### config.mk
export PLATFORM = sky130hd
export DESIGN_NAME = serial_add_sequencer
export DESIGN_NICKNAME = d
export VERILOG_FILES = /design/src/rtl/serial_add_pkg.sv /design/src/rtl/param_half_adder.sv /design/src/rtl/serial_add_cell.sv /design/src/rtl/serial_add_sequencer.sv
export SDC_FILE = /design/constraint.sdc
export NUM_CORES = 1
export LEC_CHECK = 0
export ABC_AREA = 1
export CAP_MARGIN = 20
export CORE_MARGIN = 4
export CORE_UTILIZATION = 49
export CTS_CLUSTER_DIAMETER = 50
export DETAILED_ROUTE_END_ITERATION = 8
export PLACE_DENSITY = 0.81
export SYNTH_ARGS = -nofsm -noshare
export SYNTH_HDL_FRONTEND = slang
export SYNTH_SLANG_ARGS = --single-unit
### constraint.sdc
create_clock -name clk -period 2.9 [get_ports clk]
set_input_delay 0.435 -clock clk [delete_from_list [all_inputs] [get_ports clk]]
set_output_delay 0.435 -clock clk [all_outputs]
set_load 0.05 [all_outputs]
### src/rtl/serial_add_pkg.sv
// Shared definitions for the bit-serial adder sequencer.
// The bit cell combines its two half-adder carries with an OR: at most one of
// them can be set for any input combination, so OR and XOR agree and OR is used.
package serial_add_pkg;

    typedef enum logic [1:0] {
        ST_IDLE = 2'd0,
        ST_RUN  = 2'd1,
        ST_DONE = 2'd2
        // 2'd3 is unreachable and decodes back to ST_IDLE on the next edge.
    } state_t;

endpackage

### src/rtl/param_half_adder.sv
// Bitwise half adder: per-bit sum and carry for WIDTH independent bit pairs.
module param_half_adder #(
    parameter int unsigned WIDTH = 1
) (
    input  logic [WIDTH-1:0] a,
    input  logic [WIDTH-1:0] b,
    output logic [WIDTH-1:0] s,
    output logic [WIDTH-1:0] c
);

    assign s = a ^ b;
    assign c = a & b;

endmodule

### src/rtl/serial_add_cell.sv
// 1-bit full adder built from two 1-bit half adders and an OR of their carries.
// Purely combinational; the sequencer owns every register.
module serial_add_cell (
    input  logic a,
    input  logic b,
    input  logic cin,
    output logic s,
    output logic cout
);

    logic x;
    logic c1;
    logic c2;

    param_half_adder #(
        .WIDTH (1)
    ) u_ha1 (
        .a (a),
        .b (b),
        .s (x),
        .c (c1)
    );

    param_half_adder #(
        .WIDTH (1)
    ) u_ha2 (
        .a (x),
        .b (cin),
        .s (s),
        .c (c2)
    );

    assign cout = c1 | c2;

endmodule

### src/rtl/serial_add_sequencer.sv
// Bit-serial WIDTH-bit adder: operands are shifted LSB-first through a single
// full-adder cell, one bit per clock, with the result assembled MSB-in.
module serial_add_sequencer
    import serial_add_pkg::*;
#(
    parameter int unsigned WIDTH = 8
) (
    input  logic             clk,
    input  logic             rst,
    input  logic             start,
    input  logic [WIDTH-1:0] a,
    input  logic [WIDTH-1:0] b,
    output logic             busy,
    output logic             done,
    output logic [WIDTH-1:0] sum,
    output logic             cout
);

    localparam int unsigned CNT_W = $clog2(WIDTH + 1);
    localparam logic [CNT_W-1:0] LAST_BIT = CNT_W'(WIDTH - 1);

    state_t           state;
    logic [WIDTH-1:0] sa;
    logic [WIDTH-1:0] sb;
    logic [WIDTH-1:0] res;
    logic             carry;
    logic [CNT_W-1:0] cnt;

    logic             cell_s;
    logic             cell_c;
    logic [WIDTH-1:0] res_next;

    serial_add_cell u_cell (
        .a    (sa[0]),
        .b    (sb[0]),
        .cin  (carry),
        .s    (cell_s),
        .cout (cell_c)
    );

    // Result register shifted right with the new sum bit entering at the MSB.
    always_comb begin
        res_next            = res >> 1;
        res_next[WIDTH-1]   = cell_s;
    end

    // Sequencer FSM with registered busy/done/sum/cout.
    always_ff @(posedge clk) begin
        if (rst) begin
            state <= ST_IDLE;
            busy  <= 1'b0;
            done  <= 1'b0;
            sum   <= '0;
            cout  <= 1'b0;
            sa    <= '0;
            sb    <= '0;
            res   <= '0;
            carry <= 1'b0;
            cnt   <= '0;
        end else begin
            case (state)
                ST_IDLE: begin
                    done <= 1'b0;
                    if (start) begin
                        sa    <= a;
                        sb    <= b;
                        res   <= '0;
                        carry <= 1'b0;
                        cnt   <= '0;
                        busy  <= 1'b1;
                        state <= ST_RUN;
                    end
                end
                ST_RUN: begin
                    carry <= cell_c;
                    res   <= res_next;
                    sa    <= sa >> 1;
                    sb    <= sb >> 1;
                    cnt   <= cnt + CNT_W'(1);
                    if (cnt == LAST_BIT) begin
                        sum   <= res_next;
                        cout  <= cell_c;
                        done  <= 1'b1;
                        state <= ST_DONE;
                    end
                end
                ST_DONE: begin
                    done  <= 1'b0;
                    busy  <= 1'b0;
                    state <= ST_IDLE;
                end
                default: begin
                    done  <= 1'b0;
                    busy  <= 1'b0;
                    state <= ST_IDLE;
                end
            endcase
        end
    end

endmodule

Word level (Yosys, flattened, before mapping)
Cells that the tools add are included.

storage, ports and cells
  register bits after elaboration = 42
  input port bits = 19
  output and inout port bits = 11
  word-level logic and storage cells = 43

operators by class
  $add $sub $neg = 1
  equality and inequality tests = 4
  muxes and demuxes = 15
  bitwise logic cells = 6
  reduce and logical (&&, ||, !) cells = 7

operators by type and width
  cell                                                              count
  8-bit one-hot mux with 2 select lines                             3
  8-bit two-way mux                                                 3
  4-bit one-hot mux with 2 select lines                             1
  2-bit AND reduction                                               4
  4-bit by 1-bit adder with 4-bit output (second input constant)    1
  4-bit by 3-bit == test with 1-bit output (second input constant)  1
  2-bit two-way mux                                                 2
  4-bit two-way mux                                                 1
  2-bit inequality test (second input constant)                     2
  1-bit one-hot mux with 2 select lines                             2
  2-bit one-hot mux with 2 select lines                             1
  1-bit AND                                                         2
  2-bit by 1-bit == test with 1-bit output (second input constant)  1
  2-bit zero test                                                   1
  1-bit two-way mux                                                 2
  2-bit nonzero test                                                1
  2-bit OR reduction                                                1
  1-bit XOR                                                         2
  1-bit NOT                                                         1
  1-bit OR                                                          1

Longest topological paths before layout
Gate-level depths: netlist (run 1).

  word-level depth = 4
  mapped depth = 8
  depth with buffers taken out = 7

By module
Synthesis (run 1) repeated with hierarchy kept, for this count alone.

unflattened totals
  cells, all modules = 247
  area total of the unflattened synthesis = 1757.9 sq um

modules (own cells, without submodules)
  module                times used  cells an instance  area each (sq um)  sequential area each (sq um)
  serial_add_sequencer  1           242                1721.7             820.8
  param_half_adder      2           1                  12.5               0.0
  serial_add_cell       1           3                  11.3               0.0

Least setup slack after synthesis (run 1)
OpenSTA, ideal clock, no wires.

  path type = register -> register
  start point = reg cnt[0]
  end point = reg sum[1]
  setup time = 0.119 ns
  data arrival time = 1.065 ns
  setup slack = 1.716 ns
  stages on the path, launching flop included = 8
  buffers on the path = 1
  clock period less this slack = 1.184 ns
  path through = dfxtp_1 ha_1 nand2_2 nor2_4 nand2_2 buf_6 nand3_1 o21ai_1

on the way
  cells in the longest elaborated chain, start to end = 2

ends and longest elaborated chain
  what                                      RTL line                    RTL
  start: declaration                        serial_add_sequencer.sv:27  logic [CNT_W-1:0] cnt;
  start signal: assignment                  serial_add_sequencer.sv:79  cnt <= cnt + CNT_W'(1);
  4-bit by 3-bit == test with 1-bit output  serial_add_sequencer.sv:80  if (cnt == LAST_BIT) begin
  2-bit AND reduction (no line)             n/a
  end signal: assignment                    serial_add_sequencer.sv:81  sum <= res_next;
  end: declaration                          serial_add_sequencer.sv:15  output logic [WIDTH-1:0] sum,

No other way between the ends.
A chain may end at the register's enable or synchronous reset.

Worst setup path after layout (run 1)
  start point = reg busy
  end point = out busy

RTL lines
  what                      RTL line                    RTL
  start: declaration        serial_add_sequencer.sv:13  output logic busy,
  start signal: assignment  serial_add_sequencer.sv:51  busy <= 1'b0;
  start signal: assignment  serial_add_sequencer.sv:70  busy <= 1'b1;
  start signal: assignment  serial_add_sequencer.sv:89  busy <= 1'b0;

No word-level cell between the ends.

==> flow_summary.ini, run 1 <==
[finish]
drive_above_1_share_pct = 11.15
synthToLayoutAreaGrowth_pct = 20.66
final_util_pct = 63.42
diodes = 0
nets = 289
final_area_um2 = 2200
multi_input_area_um2 = 818.3
fillers = 331
regArea_um2 = 820.8

[critical_path]
max_stage_delay_ns = 0.81
ff2ff_setup_slack_ns = 1.22
worst-path-buf-inv = 1
critPathSlowestCell = clkdlybuf4s50_1
critPathCaptureType = output port
worstPathCellList = clkdlybuf4s50_1
worst_setup_path_start_kind = flop
critical_path_required_ns = 2.47
critPathMaxFanout = 2
cp.arrival_ns = 1.46
crit_type = reg2out
critPathTopFamily = buffers and inverters

[yosys]
yosysTopAreaCell = dfxtp_1
synth_nets = 263
synth_common_cells = nand2_1, dfxtp_1, nand3_1
yosys_warnings = 0
ys_types = 24
syn_area_um2 = 1823
yosysMostFrequentCell = nand2_1
synth_area_leaders = dfxtp_1, nand3_1, nand2_1
synth_top_area_share_pct = 45.02
synth.ff_latch_count = 41
synth_edf_count = 0
yosys_most_used_dff = dfxtp_1
synth_area_per_cell_um2 = 7.533
async_flop_share_pct = 0
seq_area_frac_synth_pct = 45.02
syn_inst = 242

[clock_network]
cts_tree = built
cts_hold_buf = 0
clk_latency_ns = 0.29
path_clk_slew_ns = 0.08
clock_path_buffers = 2
cts-resized-gates = 0
clockRootBuffer = clkbuf_8
htree_num_levels = 2
cts_buffers = 5
post-cts-setup-buffers = 0
cts.sinks = 41

[floorplan]
die_h_um = 69.00
row_count = 21
top_level_ports = 30
start_util_pct = 52.56
coreArea_um2 = 3468
die_w_um = 69.00
dieArea_um2 = 4760

[job]
max-cap-violations = 0

[timing]
drv_slew = 0
rsz0062_at_grt = no
fin_crit_sh_pct = 65.50
finalSetupViolations = 0
hold_viol = 0
hold_slack_ns = 0.4668
fmax_ghz = 0.5265
post-route-min-period_ns = 1.900
worstMarginPinSlew_ns = 0.7932
finalSetupTns_ns = 0
finClkSkew_ns = 0.006115
maxSlewHeadroom_pct = 46.92

[grt]
antenna_found_initial = 0
grt_overflow = 0
grt_pass1_wl_um = 6161
track_usage_pct = 17.58
grt_pass1_vias = 1438
grt_max_degree = 39

[route]
drtIter0Drc = 111
routed_wl_um = 3622
dr_total_vias = 1555
via_per_inst = 4.937
avgRoutedWirePerCell_um = 11.50
antenna_left = 0
firstDrtPassIters = 4
drcViolationCount = 0

[power]
p_leak_nw = 0.9039
power.total_mw = 1.207
vdd_drop_max_mv = 0.3182
cellPowerDensity_nw_per_um2 = 548.7

[place]
placed_area_um2 = 2085
gp_congestion = 0.8309
io_buffers = 29
hpwlAfterDp_um = 2444

[run_status]
outcome = finished clean

[min_path]
hold_class = reg2reg
sequential cells by signal, summed over array words and instances (netlist names):
signal / cells
busy: 1
res: 7
cnt: 4
carry: 1
cout: 1
done: 1
sum: 8
sb: 8
state: 2
sa: 8
where the power goes:
part / internal, mW / switching, mW
clock network: 0.257 / 0.203
logic: 0.0567 / 0.0916
registers: 0.584 / 0.0138
total: 0.899 / 0.308
path summary, 6_finish.rpt:
kind,endpoint,start,cells past startpoint
worst max-delay path,busy,busy,1
worst min-delay path,sa[7],sa[7],2
worst max register to register,sb[7],state[1],5
worst min register to register,sa[7],sa[7],2
layer usage:
| layer | track usage [%] | vias up | share of wire, % |
|---|---|---|---|
| li1 | - | 823 | - |
| met1 | 20.50 | 681 | 46 |
| met2 | 29.64 | 41 | 47 |
| met3 | 5.348 | 10 | 5.3 |
| met4 | 7.543 | 0 | 1.8 |
| met5 | 0 | - | 0 |
cells by family after synthesis:
group / synth area share (%)
AND/OR/NAND/NOR: 35.90
buffers and inverters: 10.09
adder cells (fa/ha/maj): 1.784
AO/OA/AOI/OAI: 7.206
flip-flops: 45.02
layout make-up:
class | instances | share of cell area [%]
multi-input combinational | 167 | 37.20
timing repair buffer | 31 | 13.88
inverter | 22 | 3.754
sequential | 41 | 37.32
clock inverter | 3 | 2.105
clock buffer | 5 | 3.129
tap | 46 | 2.617
layout by cell type (no fill, tap or decap):
master,instances
nor2_1,35
nand2_1,52
o21ai_1,13
nand4_1,1
o22ai_2,3
buf_4,2
nand3b_1,1
nor2_2,2
clkbuf_8,5
o21ai_2,1
clkdlybuf4s50_1,29
bufinv_16,1
fa_1,1
clkinvlp_4,1
ha_1,1
inv_2,1
o21ai_0,1
nor2_4,2
inv_1,21
nand3_1,40
a21oi_1,3
clkinv_4,1
dfxtp_1,41
nand2_2,9
nand2_4,2
worst reg2reg max path, stage by stage, from the launching register on:
cell and delay [ns]:
dfxtp_1 0.34, nor2_1 0.63, nand2_1 0.21, nor2_2 0.28
nand2_1 0.08, o21ai_1 0.08
per-stage QoR:
| step | worst slack [ns] | std cells |
|---|---|---|
| 2_1_floorplan | 1.716 | 242 |
| 3_5_place_dp | 0.7758 | 307 |
| 5_1_grt | 0.8963 | 315 |
| 6_report | 1.000 | 315 |
| 3_3_place_gp | 0.8064 | 307 |
| 4_1_cts | 0.9940 | 315 |
(Power assumes the default switching activity.)
==> inputs of run 2 (changes only) <==
==> constraint.sdc (replaced) <==
create_clock -name clk -period 1.8 [get_ports clk]
set_input_delay 0.27 -clock clk [delete_from_list [all_inputs] [get_ports clk]]
set_output_delay 0.27 -clock clk [all_outputs]
set_load 0.05 [all_outputs]
==> run 2 against run 1 <==
Sequential power rose by 62%. Combinational power rose by 76%. Setup slack got worse by 0.94 ns. Highest routed layer unchanged. Die area did not move. Sequential share of layout area fell by 0.99 points. Count of clock-buffer cells in the layout rose by 1. First-iteration DRC count rose by 41%. Via count rose by 2.6%.
==> flow_summary.ini, run 2 (synthesis gave the netlist of run 1 again) <==
[grt]
grt_pass1_vias = 1441
grt_max_degree = 39
grt_overflow = 0
grt_pass1_wl_um = 6548
antenna_found_initial = 0
track_usage_pct = 19.03

[finish]
synthToLayoutAreaGrowth_pct = 23.95
final_cell_mix = nand2_1, dfxtp_1, nand3_1, nor2_1, clkdlybuf4s50_1
nets = 293
top_regs = sa (8), sb (8), sum (8)
final_area_um2 = 2260
fillers = 332
multi_input_area_um2 = 818.3
regArea_um2 = 820.8
drive_above_1_share_pct = 12.45
diodes = 0
final_common_cell = nand2_1

[critical_path]
critPathSlowestCell = clkdlybuf4s50_1
max_stage_delay_ns = 0.81
worst_setup_path_start_kind = flop
critical_path_required_ns = 1.53
worst-path-buf-inv = 1
critPathMaxFanout = 2
critPathTopFamily = buffers and inverters
worstPathCellList = clkdlybuf4s50_1
crit_type = reg2out
critPathCaptureType = output port
cp.arrival_ns = 1.47

[route]
drcViolationCount = 0
drtIter0Drc = 156
firstDrtPassIters = 4
avgRoutedWirePerCell_um = 11.92
via_per_inst = 5.000
antenna_left = 0
routed_wl_um = 3804
dr_total_vias = 1595

[clock_network]
clk_latency_ns = 0.30
cts_tree = built
clockRootBuffer = clkbuf_8
cts_buffers = 5
cts.sinks = 41
cts_hold_buf = 0
clock_path_buffers = 2
path_clk_slew_ns = 0.08
htree_num_levels = 2
post-cts-setup-buffers = 0
cts-resized-gates = 0

[floorplan]
start_util_pct = 52.56
dieArea_um2 = 4760
die_w_um = 69.00
coreArea_um2 = 3468
die_h_um = 69.00
top_level_ports = 30
row_count = 21

[power]
switching_share_pct = 24.94
clockPowerShare_pct = 38.7
pwr-share-comb_pct = 13.0
p_leak_nw = 0.9346
power.switching_mw = 0.4990
power_frac_seq_pct = 48.3
cellPowerDensity_nw_per_um2 = 885.6
vdd_drop_max_mv = 0.4870
p_int_mw = 1.502

[place]
io_buffers = 29
hpwlAfterDp_um = 2663
gp_congestion = 0.8247
placed_area_um2 = 2140

[timing]
fmax_ghz = 0.5744
hold_viol = 0
maxSlewHeadroom_pct = 66.93
finClkSkew_ns = 0.004275
post-route-min-period_ns = 1.741
rsz0062_at_grt = no
worstMarginPinSlew_ns = 0.4946
finalSetupTns_ns = 0
finalSetupViolations = 0
fin_crit_sh_pct = 96.72
drv_slew = 0

[min_path]
hold_class = reg2reg

[run_status]
outcome = finished clean

[job]
max-cap-violations = 0
==> run 2: changes by cell type in the layout (fill, tap and decap cells not counted) <==
| cell | change |
|---|---|
| buf_12 | +2 |
| clkinv_4 | -1 |
| clkbuf_8 | +1 |
| buf_4 | +2 |
==> run 2: per-stage QoR <==
| stage | hold slack (ns) | power [mW] | cells | setup WS [ns] | utilization, % |
|---|---|---|---|---|---|
| global route | 0.4957 | 2.095 | 319 | 0.01421 | 65.15 |
| global placement | 0.4460 | 1.240 | 311 | 0.2721 | 61.69 |
| finish | 0.4709 | 2.001 | 319 | 0.05909 | 65.15 |
| floorplan | 0.3802 | 1.165 | 242 | 0.6163 | - |
| CTS | 0.4696 | 2.020 | 319 | 0.05253 | 65.15 |
| detailed placement | 0.4582 | 1.245 | 311 | 0.2293 | 61.69 |
==> run 2: area by class of cell <==
class,instances,area share (%)
flip-flops and latches,41,36.32
multi-input cells,167,36.21
repair buffers,35,15.95
clock buffers,6,3.654
inverters,22,3.654
well taps,46,2.547
clock inverters,2,1.661
==> run 2: worst paths after layout <==
check	from	end	slack (ns)	depth (start not counted)
min	res[1]	res[1]	0.47	2
min reg2reg	res[1]	res[1]	0.47	2
max	busy	busy	0.06	1
max reg2reg	state[0]	sum[2]	0.34	6
==> run 2: worst reg2reg max path: cells and delay by family (launching register included) <==
kind,cells,cell delay (ns)
and+or+nand+nor,4,0.77
buffers and inverters,2,0.25
DFF,1,0.38
==> run 2: routing by layer <==
metal | part of all wire [%] | global-route usage [%]
met1 | 45 | 23.50
met2 | 46 | 30.36
met3 | 6.4 | 6.321
met4 | 2.4 | 7.786
met5 | 0 | 0
==> run 2: power by group through the flow <==
stage	registers [mW]	logic [mW]	clock network [mW]
final	0.966	0.261	0.774
after CTS	0.966	0.261	0.794
after global placement	0.986	0.254	0
after detailed placement	0.987	0.258	0
after global routing	0.970	0.293	0.832
after floorplan	0.988	0.178	0
